File: src/rtl/chess_eval_pkg.sv
// Shared constants, state encoding and entry helpers for the positional evaluation blocks.
package chess_eval_pkg;

    localparam int ENTRY_W = 6;
    localparam int SQUARES = 64;
    localparam int SUM_W   = 12;
    localparam int IDX_W   = $clog2(SQUARES);

    typedef enum logic [1:0] {
        IDLE = 2'd0,
        RUN  = 2'd1,
        DONE = 2'd2
    } state_t;

    // Rank flip: a1 <-> a8, so black reads the table from its own side of the board.
    function automatic logic [IDX_W-1:0] mirror_sq(input logic [IDX_W-1:0] sq);
        return sq ^ IDX_W'(56);
    endfunction

    function automatic logic signed [SUM_W-1:0] sext_entry(input logic [ENTRY_W-1:0] e);
        return {{(SUM_W-ENTRY_W){e[ENTRY_W-1]}}, e};
    endfunction

endpackage

File: src/rtl/pst_score_accumulator_lane_adder.sv
// Combinational sum of LANES masked, sign-extended table entries.
module pst_lane_adder
    import chess_eval_pkg::*;
#(
    parameter int LANES = 4
) (
    input  logic [LANES*ENTRY_W-1:0] entries,
    input  logic [LANES-1:0]         mask,
    output logic signed [SUM_W-1:0] lane_sum
);

    // Add every occupied lane's entry; unoccupied lanes contribute nothing.
    always_comb begin
        lane_sum = '0;
        for (int l = 0; l < LANES; l++) begin
            if (mask[l]) begin
                lane_sum = lane_sum + sext_entry(entries[l*ENTRY_W +: ENTRY_W]);
            end else begin
                lane_sum = lane_sum;
            end
        end
    end

endmodule

File: src/rtl/pst_score_accumulator.sv
// Latches a piece-square table and occupancy, walks the board LANES squares per cycle,
// and reports the signed sum of entries on occupied squares.
module pst_score_accumulator
    import chess_eval_pkg::*;
#(
    parameter int LANES = 4
) (
    input  logic                       clk,
    input  logic                       reset_n,
    input  logic                       start,
    input  logic [SQUARES*ENTRY_W-1:0] table_in,
    input  logic [SQUARES-1:0]         occ,
    input  logic                       mirror,
    output logic                       ready,
    output logic                       busy,
    output logic                       done,
    output logic [SUM_W-1:0]           score
);

    localparam logic [IDX_W-1:0] LAST_IDX = IDX_W'(SQUARES - LANES);

    generate
        if (SQUARES % LANES != 0) begin : g_lanes_check
            $error("pst_score_accumulator: SQUARES must be a multiple of LANES");
        end
    endgenerate

    state_t                     state_r;
    logic [IDX_W-1:0]           idx_r;
    logic signed [SUM_W-1:0]    acc_r;
    logic [SUM_W-1:0]           score_r;
    logic                       ready_r;
    logic                       busy_r;
    logic                       done_r;
    logic [SQUARES*ENTRY_W-1:0] table_r;
    logic [SQUARES-1:0]         occ_r;
    logic                       mirror_r;

    logic [LANES*ENTRY_W-1:0]   lane_entries_s;
    logic [LANES-1:0]           lane_mask_s;
    logic signed [SUM_W-1:0]    lane_sum_s;
    logic                       accept_s;

    assign accept_s = start & ready_r;

    // Gather the current group of squares; occupancy always uses the real square,
    // only the table lookup is mirrored.
    always_comb begin
        logic [IDX_W-1:0] sq_s;
        logic [IDX_W-1:0] src_s;
        lane_entries_s = '0;
        lane_mask_s    = '0;
        sq_s           = '0;
        src_s          = '0;
        for (int l = 0; l < LANES; l++) begin
            sq_s = idx_r + IDX_W'(l);
            if (mirror_r) begin
                src_s = mirror_sq(sq_s);
            end else begin
                src_s = sq_s;
            end
            lane_entries_s[l*ENTRY_W +: ENTRY_W] = table_r[src_s*ENTRY_W +: ENTRY_W];
            lane_mask_s[l]                       = occ_r[sq_s];
        end
    end

    pst_lane_adder #(
        .LANES    (LANES)
    ) u_lane_adder (
        .entries  (lane_entries_s),
        .mask     (lane_mask_s),
        .lane_sum (lane_sum_s)
    );

    // Control FSM, square counter, accumulator, input latches and registered outputs.
    always_ff @(posedge clk or negedge reset_n) begin
        if (!reset_n) begin
            state_r  <= IDLE;
            idx_r    <= '0;
            acc_r    <= '0;
            score_r  <= '0;
            ready_r  <= 1'b1;
            busy_r   <= 1'b0;
            done_r   <= 1'b0;
            table_r  <= '0;
            occ_r    <= '0;
            mirror_r <= 1'b0;
        end else begin
            case (state_r)
                IDLE: begin
                    done_r <= 1'b0;
                    if (start) begin
                        state_r <= RUN;
                        busy_r  <= 1'b1;
                        ready_r <= 1'b0;
                    end else begin
                        state_r <= IDLE;
                    end
                end
                RUN: begin
                    if (idx_r == LAST_IDX) begin
                        score_r <= acc_r + lane_sum_s;
                        acc_r   <= acc_r + lane_sum_s;
                        idx_r   <= '0;
                        state_r <= DONE;
                        done_r  <= 1'b1;
                        busy_r  <= 1'b0;
                        ready_r <= 1'b1;
                    end else begin
                        acc_r   <= acc_r + lane_sum_s;
                        idx_r   <= idx_r + IDX_W'(LANES);
                    end
                end
                DONE: begin
                    done_r <= 1'b0;
                    if (start) begin
                        state_r <= RUN;
                        busy_r  <= 1'b1;
                        ready_r <= 1'b0;
                    end else begin
                        state_r <= IDLE;
                    end
                end
                default: begin
                    state_r <= IDLE;
                    idx_r   <= '0;
                    acc_r   <= '0;
                    ready_r <= 1'b1;
                    busy_r  <= 1'b0;
                    done_r  <= 1'b0;
                end
            endcase
            // Accepting a request overrides the counter and accumulator for a fresh walk.
            if (accept_s) begin
                table_r  <= table_in;
                occ_r    <= occ;
                mirror_r <= mirror;
                acc_r    <= '0;
                idx_r    <= '0;
            end
        end
    end

    assign ready = ready_r;
    assign busy  = busy_r;
    assign done  = done_r;
    assign score = score_r;

endmodule

File: config.mk
export PLATFORM = sky130hd
export DESIGN_NAME = pst_score_accumulator
export DESIGN_NICKNAME = d
export VERILOG_FILES = /design/src/rtl/chess_eval_pkg.sv /design/src/rtl/pst_score_accumulator_lane_adder.sv /design/src/rtl/pst_score_accumulator.sv
export SDC_FILE = /design/constraint.sdc
export NUM_CORES = 1
export LEC_CHECK = 0
export ABC_AREA = 1
export BUFFER_PORTS_ARGS = -buffer_cell sky130_fd_sc_hd__buf_2
export CAP_MARGIN = 20
export CORE_ASPECT_RATIO = 1.25
export CORE_MARGIN = 3
export CORE_UTILIZATION = 30
export DETAILED_ROUTE_END_ITERATION = 10
export PLACE_DENSITY_LB_ADDON = 0.05
export SYNTH_ARGS = -nofsm -noshare
export SYNTH_HDL_FRONTEND = slang
export SYNTH_SLANG_ARGS = --single-unit
File: constraint.sdc
create_clock -name clk -period 13.95 [get_ports clk]
set_input_delay 2.0925 -clock clk [delete_from_list [all_inputs] [get_ports clk]]
set_output_delay 2.0925 -clock clk [all_outputs]
set_load 0.01 [all_outputs]
==> impl_metrics.ini <==
[status]
run_status = complete, no violations

[floorplan]
start_util_pct = 30.4
pin_count = 467
core_um2 = 80600
die-height_um = 325
die_w_um = 262
fp.dieArea_um2 = 85100
core.rowCount = 116

[yosys]
netlist.area_leader.share_pct = 49.0
avgSynthCellArea_um2 = 7.35
ys_ff_latch = 481
synthCells = 3333
synthArstFlopShare_pct = 100
synth_area_um2 = 24500
ys.flop_type = dfrtp_1
synthTopCellsByArea = dfrtp_1, nand2_1, nand3_1
ys_types = 48
syn_nets = 3830
synth_edf_count = 0
synth_warnings = 0
synth_seq_area_share_pct = 49.1
yosys.area.top_type = dfrtp_1

[setup_path]
ff2ff_setup_slack_ps = 5480
worstReg2RegEnd = acc_r[11]
crit_end = acc_r[11]
cp_common_cell = nand2_1
arrival_ps = 8970
required_ps = 14440
crit_slowest_cell = a2111oi_0
r2r_start = idx_r[2]
crit_type = reg2reg
end_kind = flip-flop
slowest_delay_ps = 870
critical_path.max_fanout = 111
crit_path_start_kind = flip-flop
worstSetupStartpoint = idx_r[2]
r2r_cells = 41

[layout]
fillers = 8837
final_cell_mix = nand2_1, dfrtp_1, buf_2, nand3_1, nor2_1
postLayoutCellArea_um2 = 29300
final_common_cell = nand2_1
synthToLayoutAreaGrowth_pct = 19.5
drive_gt1_share_pct = 16.2
layout.nets = 4187

[placed_design]
port_buffers = 466
preCtsSetupSlack_ps = 5380
post-dp-hpwl_um = 66300
gp_congestion = 0.815
place_area_um2 = 27500

[clocking]
cts_tree = done
post_cts_buffers = 0
ctsHtreeMaxLevel = 2
cts_buffer_depth = 3
clk_latency_ps = 640
cts-resized-gates = 0
numCtsBuffers = 56
cts_root_buf = clkbuf_16
cts.sinks = 481
holdBufCountCts = 0
clk_pin_slew_ps = 60

[sta]
rsz0062_at_grt = false
skew_ps = 34.6
final_max_slew_viol_count = 0
post-route-min-period_ps = 8470
slew_headroom_pct = 19.0
tns_ps = 0
final_hold_viol_count = 0
setup_viol = 0
worst_slew_pin_slew_ps = 1220
fin_crit_sh_pct = 60.7
hold-worst-slack_ps = 473
fmax_mhz = 118
setup_slack_ps = 5480

[routing]
drc_errors = 0
num_vias = 22400
wire_per_inst_um = 19.6
ant_nets = 0
drt-initial-drc-count = 1393
via_per_inst = 4.68
first_pass_iters = 5
wirelength_um = 94000

[global_routing]
grt_usage_pct = 21.8
grt_pass1_wl_um = 142000
grt_overflow = 0
grt_antenna_before_repair = 6
grt_max_degree = 218
grt_pass1_vias = 23000

[flow_run]
cap_viol_max_count = 0

[worst_hold_path]
min_path_type = reg2reg
-- through the flow --
step	util [%]	cells
final	36.3	4794
after global routing	36.3	4791
after CTS	36.3	4790
after detailed placement	34.1	4694
after global placement	34.1	4694
after floorplan	-	3333
-- sequential cells by signal (all words and copies together) (netlist names) --
name	count
ready	1
busy	1
mirror_r	1
idx_r	4
table_r	384
acc_r	12
score	12
state_r	2
occ_r	64
-- synthesized netlist by cell type, types with 3 or more instances --
cell and n:
or2_2 5, o311ai_0 9, a31oi_1 17, dfrtp_1 480, buf_6 14, nor2_1 155, nand3_2 3, o32ai_1 7
buf_2 39, fa_1 4, ha_1 41, o31ai_1 9, nand3_1 219, o21ai_1 12, o211ai_1 4, nand2_1 1854
xor2_1 20, o21ai_0 68, a21oi_1 62, nor3_1 32, inv_1 72, a21o_1 4, a22o_1 5, inv_2 6
clkbuf_1 118, a32oi_1 8, o21a_1 3, o22ai_1 3, buf_4 20, xnor2_1 10, mux2i_1 9
-- layer usage --
layer	vias up	track usage (%)	wire length (um)
met2	563	36.6	44900
met1	10600	29.6	42200
met4	0	4.99	2180
li1	11200	-	-
met5	-	0	0
met3	95	3.25	4710
-- cells by family after synthesis --
kind of cell | after synthesis | share of synthesized area, %
compound gates | 219 | 5.36
xor+xnor | 30 | 1.07
fa+ha+maj | 45 | 2.42
buf+inv | 272 | 5.17
flops | 481 | 49.1
mux | 9 | 0.368
simple gates | 2277 | 36.5
-- cell type report --
type                    instances  area, um^2  area share [%]
well taps                    1062        1330            4.54
clock buffers                  86        1670            5.72
inverters                      80         315            1.08
clock inverters                10        86.3           0.295
flip-flops and latches        481       12000            41.1
diodes                          4        10.0          0.0342
repair buffers                491        2580            8.82
multi-input cells            2580       11200            38.4
-- critical path, delay by kind of cell, from the launching register on --
family / cells / cell delay (ps)
AO/OA/AOI/OAI: 12 / 2780
XOR/XNOR: 1 / 160
adder cells (fa/ha/maj): 5 / 1680
buffers and inverters: 7 / 1200
flip-flops: 1 / 860
AND/OR/NAND/NOR: 16 / 1580
-- worst min path at each step --
| stage | from | endpoint | slack, ps | cells past startpoint |
|---|---|---|---|---|
| floorplan | occ_r[4] | occ_r[4] | 440 | 2 |
| global placement | table_r[354] | table_r[354] | 460 | 2 |
| detailed placement | occ_r[4] | occ_r[4] | 460 | 2 |
| CTS | busy | busy | 480 | 2 |
| global route | occ_r[63] | occ_r[63] | 490 | 2 |
| finish | busy | busy | 470 | 2 |
Power is left out: the tool's default activity adds up to more than one toggle a clock period on the data nets, which glitch-free logic cannot reach.
